<file path="config.mk">
export PLATFORM = sky130hd
export DESIGN_NAME = clock_counter_12h
export DESIGN_NICKNAME = d
export VERILOG_FILES = /design/src/rtl/clock_counter_12h_pkg.sv /design/src/rtl/tick_gen.sv /design/src/rtl/clock_counter_12h.sv
export SDC_FILE = /design/constraint.sdc
export NUM_CORES = 1
export LEC_CHECK = 0
export ABC_AREA = 1
export CAP_MARGIN = 30
export CORE_ASPECT_RATIO = 0.75
export CORE_MARGIN = 2
export CORE_UTILIZATION = 55
export DETAILED_ROUTE_END_ITERATION = 12
export GPL_ROUTABILITY_DRIVEN = 0
export PLACE_DENSITY_LB_ADDON = 0.05
export RECOVER_POWER = 100
export SLEW_MARGIN = 20
export SYNTH_ARGS = -nofsm -noshare
export SYNTH_HDL_FRONTEND = slang
export SYNTH_SLANG_ARGS = --single-unit
</file>
<file path="constraint.sdc">
create_clock -name clk_100MHz -period 3.3 [get_ports clk_100MHz]
set_input_delay 0.495 -clock clk_100MHz [delete_from_list [all_inputs] [get_ports clk_100MHz]]
set_output_delay 0.495 -clock clk_100MHz [all_outputs]
set_load 0.005 [all_outputs]
</file>
<file path="src/rtl/clock_counter_12h_pkg.sv">
// Shared field limits, widths and wrap helpers for the 12-hour clock core.
// Every helper is total: an out-of-range input still yields a legal next value.
package clock_counter_12h_pkg;

    localparam int HR_W  = 4;
    localparam int MIN_W = 6;
    localparam int SEC_W = 6;

    localparam logic [SEC_W-1:0] SEC_MAX = 6'd59;
    localparam logic [MIN_W-1:0] MIN_MAX = 6'd59;
    localparam logic [HR_W-1:0]  HR_MIN  = 4'd1;
    localparam logic [HR_W-1:0]  HR_MAX  = 4'd12;

    // Wrap at or above the limit so a corrupted field recovers to 0.
    function automatic logic [5:0] wrap_inc(input logic [5:0] v, input logic [5:0] max_v);
        return (v >= max_v) ? 6'd0 : v + 6'd1;
    endfunction

    function automatic logic hour_valid(input logic [HR_W-1:0] h);
        return (h >= HR_MIN) && (h <= HR_MAX);
    endfunction

    function automatic logic [HR_W-1:0] hour_inc(input logic [HR_W-1:0] h);
        if (!hour_valid(h)) begin
            return HR_MAX;
        end
        return (h == HR_MAX) ? HR_MIN : h + 4'd1;
    endfunction

    // The AM/PM flag flips when the hour advances from 11 to 12.
    function automatic logic hour_flips_pm(input logic [HR_W-1:0] h);
        return h == (HR_MAX - 4'd1);
    endfunction

endpackage

</file>
<file path="src/rtl/tick_gen.sv">
// Free-running CLK_HZ divider producing a registered one-cycle tick.
// The count holds whenever run is low, stretching the period by the held cycles.
module tick_gen #(
    parameter int CLK_HZ = 100_000_000
) (
    input  logic clk_100MHz,
    input  logic reset_n,
    input  logic run,
    output logic tick
);

    localparam int CNT_W = (CLK_HZ > 1) ? $clog2(CLK_HZ) : 1;
    localparam logic [CNT_W-1:0] TERM = CNT_W'(CLK_HZ - 1);

    logic [CNT_W-1:0] cnt_q, cnt_d;
    logic             tick_q, tick_d;

    // Tick is registered off the terminal count, so it is high in the cycle
    // after the divider wraps, exactly CLK_HZ running cycles apart.
    always_comb begin
        cnt_d  = cnt_q;
        tick_d = 1'b0;
        if (run) begin
            if (cnt_q == TERM) begin
                cnt_d  = '0;
                tick_d = 1'b1;
            end else begin
                cnt_d = cnt_q + CNT_W'(1);
            end
        end
    end

    always_ff @(posedge clk_100MHz or negedge reset_n) begin
        if (!reset_n) begin
            cnt_q  <= '0;
            tick_q <= 1'b0;
        end else begin
            cnt_q  <= cnt_d;
            tick_q <= tick_d;
        end
    end

    assign tick = tick_q;

endmodule

</file>
<file path="src/rtl/clock_counter_12h.sv">
// 12-hour timekeeping core: seconds/minutes/hours cascade on the 1 Hz tick,
// with manual minute/hour set pulses that take priority over the tick.
module clock_counter_12h
    import clock_counter_12h_pkg::*;
#(
    parameter int CLK_HZ = 100_000_000
) (
    input  logic             clk_100MHz,
    input  logic             reset_n,
    input  logic             run,
    input  logic             inc_min,
    input  logic             inc_hr,
    output logic [HR_W-1:0]  hours,
    output logic [MIN_W-1:0] minutes,
    output logic [SEC_W-1:0] seconds,
    output logic             pm,
    output logic             tick_1hz
);

    logic             tick_w;
    logic [HR_W-1:0]  hours_q,   hours_d;
    logic [MIN_W-1:0] minutes_q, minutes_d;
    logic [SEC_W-1:0] seconds_q, seconds_d;
    logic             pm_q,      pm_d;
    logic             sec_wrap,  min_wrap;

    tick_gen #(
        .CLK_HZ (CLK_HZ)
    ) u_tick_gen (
        .clk_100MHz (clk_100MHz),
        .reset_n    (reset_n),
        .run        (run),
        .tick       (tick_w)
    );

    always_comb begin
        hours_d   = hours_q;
        minutes_d = minutes_q;
        seconds_d = seconds_q;
        pm_d      = pm_q;
        sec_wrap  = seconds_q >= SEC_MAX;
        min_wrap  = minutes_q >= MIN_MAX;

        // Any set pulse swallows a coincident tick's field advance.
        if (inc_min || inc_hr) begin
            if (inc_min) begin
                minutes_d = wrap_inc(minutes_q, MIN_MAX);
                seconds_d = '0;
            end
            if (inc_hr) begin
                hours_d = hour_inc(hours_q);
                pm_d    = pm_q ^ hour_flips_pm(hours_q);
            end
        end else if (tick_w) begin
            seconds_d = wrap_inc(seconds_q, SEC_MAX);
            if (sec_wrap) begin
                minutes_d = wrap_inc(minutes_q, MIN_MAX);
                if (min_wrap) begin
                    hours_d = hour_inc(hours_q);
                    pm_d    = pm_q ^ hour_flips_pm(hours_q);
                end
            end
        end

        // Downstream digit split relies on hours staying within 1..12.
        if (!hour_valid(hours_d)) begin
            hours_d = HR_MAX;
        end
    end

    always_ff @(posedge clk_100MHz or negedge reset_n) begin
        if (!reset_n) begin
            hours_q   <= HR_MAX;
            minutes_q <= '0;
            seconds_q <= '0;
            pm_q      <= 1'b0;
        end else begin
            hours_q   <= hours_d;
            minutes_q <= minutes_d;
            seconds_q <= seconds_d;
            pm_q      <= pm_d;
        end
    end

    assign hours    = hours_q;
    assign minutes  = minutes_q;
    assign seconds  = seconds_q;
    assign pm       = pm_q;
    assign tick_1hz = tick_w;

endmodule

</file>
* Word-level counts from Yosys, hierarchy flattened
Index checks and enable logic that the tools add are counted.
W data, S select, Z words.
** Word-level totals
- Bits in registers :: 45
- Input bits :: 5
- Output and inout bits :: 18
- Word-level logic and storage cells :: 65
** Cells by class
- $add $sub $neg :: 4
- Magnitude comparators :: 6
- Equality and inequality tests :: 5
- Mux-type cells :: 34
- Bitwise gates (word level) :: 1
- Reductions and logical operators :: 9
** Operators with widths (number)
- $mux W6 :: 9
- $mux W4 :: 10
- $add A27 B1 Y27 const B :: 1
- $eq A27 B27 Y1 const B :: 1
- $mux W27 :: 1
- $mux W1 :: 14
- $add A6 B1 Y6 const B :: 2
- $ge A6 B6 Y1 const B :: 2
- $eq A4 B4 Y1 const B :: 2
- $ge A4 B1 Y1 const B :: 2
- $le A4 B4 Y1 const B :: 2
- $reduce_bool A2 Y1 :: 3
- $add A4 B1 Y4 const B :: 1
- $ne A2 B2 Y1 const B :: 2
- $reduce_and A4 Y1 :: 1
- $reduce_and A3 Y1 :: 1
- $logic_and A1 B1 Y1 :: 2
- $reduce_and A2 Y1 :: 1
- $logic_or A1 B1 Y1 :: 1
- $xor A1 B1 Y1 :: 1

* Depth between registers and ports, before layout
- Depth in word-level cells :: 15
- Gate-level depth with buffers :: 12
- Mapped depth without buffers :: 12

* Cells and area by module
From an unflattened synthesis, not the netlist that was laid out.
** Second synthesis, totals
- Cell total of the unflattened synthesis :: 402
- Area, all modules :: 2965.3 um2
** By module, submodules not included
- tick_gen :: times used 1, cells an instance 258, area each 1803.0 um2, sequential area each 700.7 um2
- clock_counter_12h :: times used 1, cells an instance 144, area each 1162.4 um2, sequential area each 427.9 um2

* Worst setup path after synthesis
Ideal clock, no wire load.
- Kind :: flip-flop to flip-flop
- Start point :: register seconds_q[0] (netlist: seconds[0])
- End point :: register minutes_q[5] (netlist: minutes[5])
- Setup time :: 0.119 ns
- Arrival :: 1.347 ns
- Required time :: 3.181 ns
- Setup slack :: 1.833 ns
- Stages on the path, launching flop included :: 9
- Path buffers :: 0
- Clock period less this slack :: 1.467 ns
- Cells stage by stage :: dfrtp_1 ha_1 inv_1 nand2_1 nand3_1 nand2_2 o21ai_0 nor2_1 o21ba_2
** On the way
- Longest elaborated chain between the ends :: 3
** Ends and longest elaborated chain
- start, declared :: line clock_counter_12h.sv:23 : logic [SEC_W-1:0] seconds_q, seconds_d;
- start signal, assigned :: line clock_counter_12h.sv:80 : seconds_q <= seconds_d;
- $ge A6 B6 Y1 :: line clock_counter_12h.sv:41 : sec_wrap = seconds_q >= SEC_MAX;
- $reduce_bool A2 Y1 (no source line)
- $reduce_and A3 Y1 (no source line)
- end signal, assigned :: line clock_counter_12h.sv:79 : minutes_q <= minutes_d;
- end, declared :: line clock_counter_12h.sv:22 : logic [MIN_W-1:0] minutes_q, minutes_d;
No other way between the ends.
A chain may end at the register's enable or synchronous reset.

==> flow_summary_export.csv <==
group,metric,value,unit
run_status,outcome,"finished clean",
synth,syn_area,0.00284,mm²
timing,drv_slew,0,
clock_network,cts_sinks,45,
floorplan,die_area,0.00575,mm²
clock_network,cts_hold_buf,0,
global_route,grt_start_max_net_pins,27,
finish,fin_util,64.8,%
synth,yosysSeqAreaShare,39.8,%
clock_network,cts_buffer_depth,2,
worst_setup_path,worstPathRequired,3.54,ns
worst_setup_path,cp-end-kind,"flip-flop",
synth,synth_warnings,0,
floorplan,die_y,66.2,µm
finish,n_fill_cell,431,
clock_network,clock_latency,0.30,ns
floorplan,placementRows,22,
finish,area_growth,12.7,%
floorplan,die-width,86.9,µm
global_route,grt_use_total,23.0,%
finish,final_cell_mix,"nand2_1, inv_1, nor2_1",
flow_run,drv_cap,0,
worst_setup_path,cp_cell_sequence,"clkdlybuf4s50_1, clkbuf_1, nand3_1, nor2_4, nand3_2, nand3b_1, nand2_1, nand2_1, nor2_1",
placed_design,port_buffers,22,
power_and_ir_drop,powerDensity,503,mW/mm²
synth,yosysTopAreaCell,"dfrtp_1",
clock_network,cts_setup_buffers,0,
finish,seqCellArea,0.00113,mm²
timing,fin_skew,0.00506,ns
min_path,min_path_type,"in2async",
finish,n_antenna_cell,0,
clock_network,path_clk_slew,0.08,ns
finish,fin_nets,434,
finish,drive_above_1_share,5.44,%
power_and_ir_drop,leakage,1.58,nW
worst_setup_path,slowest_delay,0.66,ns
timing,hold_viol_final,0,
synth,ys_types,34,
global_route,gr-total-overflow,0,
route,antenna_left,0,
power_and_ir_drop,total_power,1.61,mW
synth,synth_cells,393,
timing,hold_ws,0.381,ns
timing,fin_setup_tns,0,ns
clock_network,cts_buffers,5,
placed_design,pre_cts_ws,1.21,ns
worst_setup_path,crit_buf_inv,2,
route,dr.pass1.iters,5,
timing,slew-limit-headroom,25.8,%
floorplan,start_util,57.5,%
route,routed_via_density,5.31,
timing,fin_crit_sh,72.9,%
timing,finalSetupViolations,0,
power_and_ir_drop,ir_drop,0.431,mV
worst_setup_path,slowest_stage,"clkbuf_1",
placed_design,dp_hpwl,4650,µm
worst_setup_path,crit_top_cell,"nand2_1",
global_route,grt_pass1_vias,2306,
floorplan,io_pins,23,
clock_network,cts-resized-gates,0,
floorplan,core_area,0.00493,mm²
route,detail_route.wl_per_cell,12.6,µm
worst_setup_path,critical_path.max_fanout,18,
route,dr_total_vias,2567,
clock_network,cts-root-buf,"clkbuf_8",
synth,yosys_register_bits,45,
timing,post-route-min-period,2.41,ns
synth,synthTopCellsByArea,"dfrtp_1, nand2_1, inv_1",
timing,layout_setup_ws,0.894,ns
synth,yosysTopAreaCellShare,38.0,%
synth,syn_nets,405,
global_route,grt_pass1_wl,10400,µm
timing,fmax,0.416,GHz
route,first_iter_violations,136,
route,drc,0,
route,wl,6070,µm
timing,rsz0062_at_grt,"no",
clock_network,cts_tree,"yes",
timing,worst_slew_pin_slew,1.11,ns
finish,layout_commonest_cell,"nand2_1",
synth,synth.avg_cell_area,7.21,µm²
synth,synth_ff_type,"dfrtp_1",
clock_network,cts.htree.levels,2,
worst_setup_path,start_kind,"input pin",
global_route,grt_antenna_before_repair,0,
synth,ys_async_sr_fraction,100,%
finish,multiInputGateArea,0.00142,mm²
worst_setup_path,crit_family,"buffers and inverters",
worst_setup_path,critPathKind,"in2reg",
worst_setup_path,cp_data_arrival_time,2.64,ns
synth,synth_edf_count,0,
## report_power, final
group          switching (mW)  internal, mW  total, mW
clock                   0.185         0.147      0.332
sequential              0.113         0.650      0.764
combinational           0.287         0.224      0.511
total                   0.584          1.02       1.61
## logic make-up after synthesis
family                     after synthesis  synth area share (%)
and+or+nand+nor                        227                  37.5
buffers and inverters                   69                  9.18
adders and majority gates                7                  3.09
AOI/OAI and AO/OA                       34                  7.02
xor gates and xnor gates                11                  3.40
DFF                                     45                  39.8
## state kept, by name, summed over array words and instances (netlist names)
name / flops
pm: 1
hours: 4
u_tick_gen.cnt_q: 27
u_tick_gen.tick: 1
seconds: 6
minutes: 6
## metal layers
| metal | part of all wire, % | wire length [µm] | track usage (%) | up-vias |
|---|---|---|---|---|
| li1 | - | - | - | 1326 |
| met1 | 49 | 2970 | 32.4 | 1141 |
| met2 | 44 | 2670 | 37.2 | 88 |
| met3 | 6.0 | 362 | 3.87 | 12 |
| met4 | 1.2 | 72 | 5.66 | 0 |
| met5 | 0 | 0 | 0 | - |
## through the flow
stage	instance area [µm²]	instances
detailed placement	3140	475
global route	3190	483
CTS	3230	483
finish	3190	483
floorplan	2840	393
global placement	3120	474
## area by class of cell
class                      count  share of cell area [%]
clock buffer                   6                    2.27
clock inverter                 2                   0.313
inverter                      67                    7.87
multi-input combinational    279                    44.4
sequential                    45                    35.3
tap                           60                    2.35
timing repair buffer          24                    7.44
## cell usage after synthesis (3+ instances only)
cell,n
nand2_1,85
nor2_1,52
nand3_1,31
inv_1,65
nor4_1,3
ha_1,7
nand4_1,14
nand3_2,4
nor3_1,21
o21ai_0,12
nor2_4,3
dfrtp_1,43
nand2_2,5
o22ai_1,4
a21oi_1,8
o21bai_1,3
xor2_1,9
## path summary, 6_finish.rpt
| kind | depth (start not counted) | slack [ns] | endpoint | from |
|---|---|---|---|---|
| setup / recovery | 9 | 0.89 | u_tick_gen.cnt_q[20]$_DFFE_PN0P_ | run |
| hold / removal | 1 | 0.38 | seconds[5]$_DFFE_PN0P_ | reset_n |
| setup reg to reg | 7 | 1.39 | minutes[4]$_DFFE_PN0P_ | seconds[0]$_DFFE_PN0P_ |
| hold reg to reg | 1 | 0.48 | pm$_DFFE_PN0P_ | pm$_DFFE_PN0P_ |
| max in group asynchronous | 2 | 2.22 | u_tick_gen.cnt_q[25]$_DFFE_PN0P_ | reset_n |
| min in group clk_100MHz | 1 | 0.48 | pm$_DFFE_PN0P_ | pm$_DFFE_PN0P_ |
No activity file was read; power rests on OpenSTA's default activity.
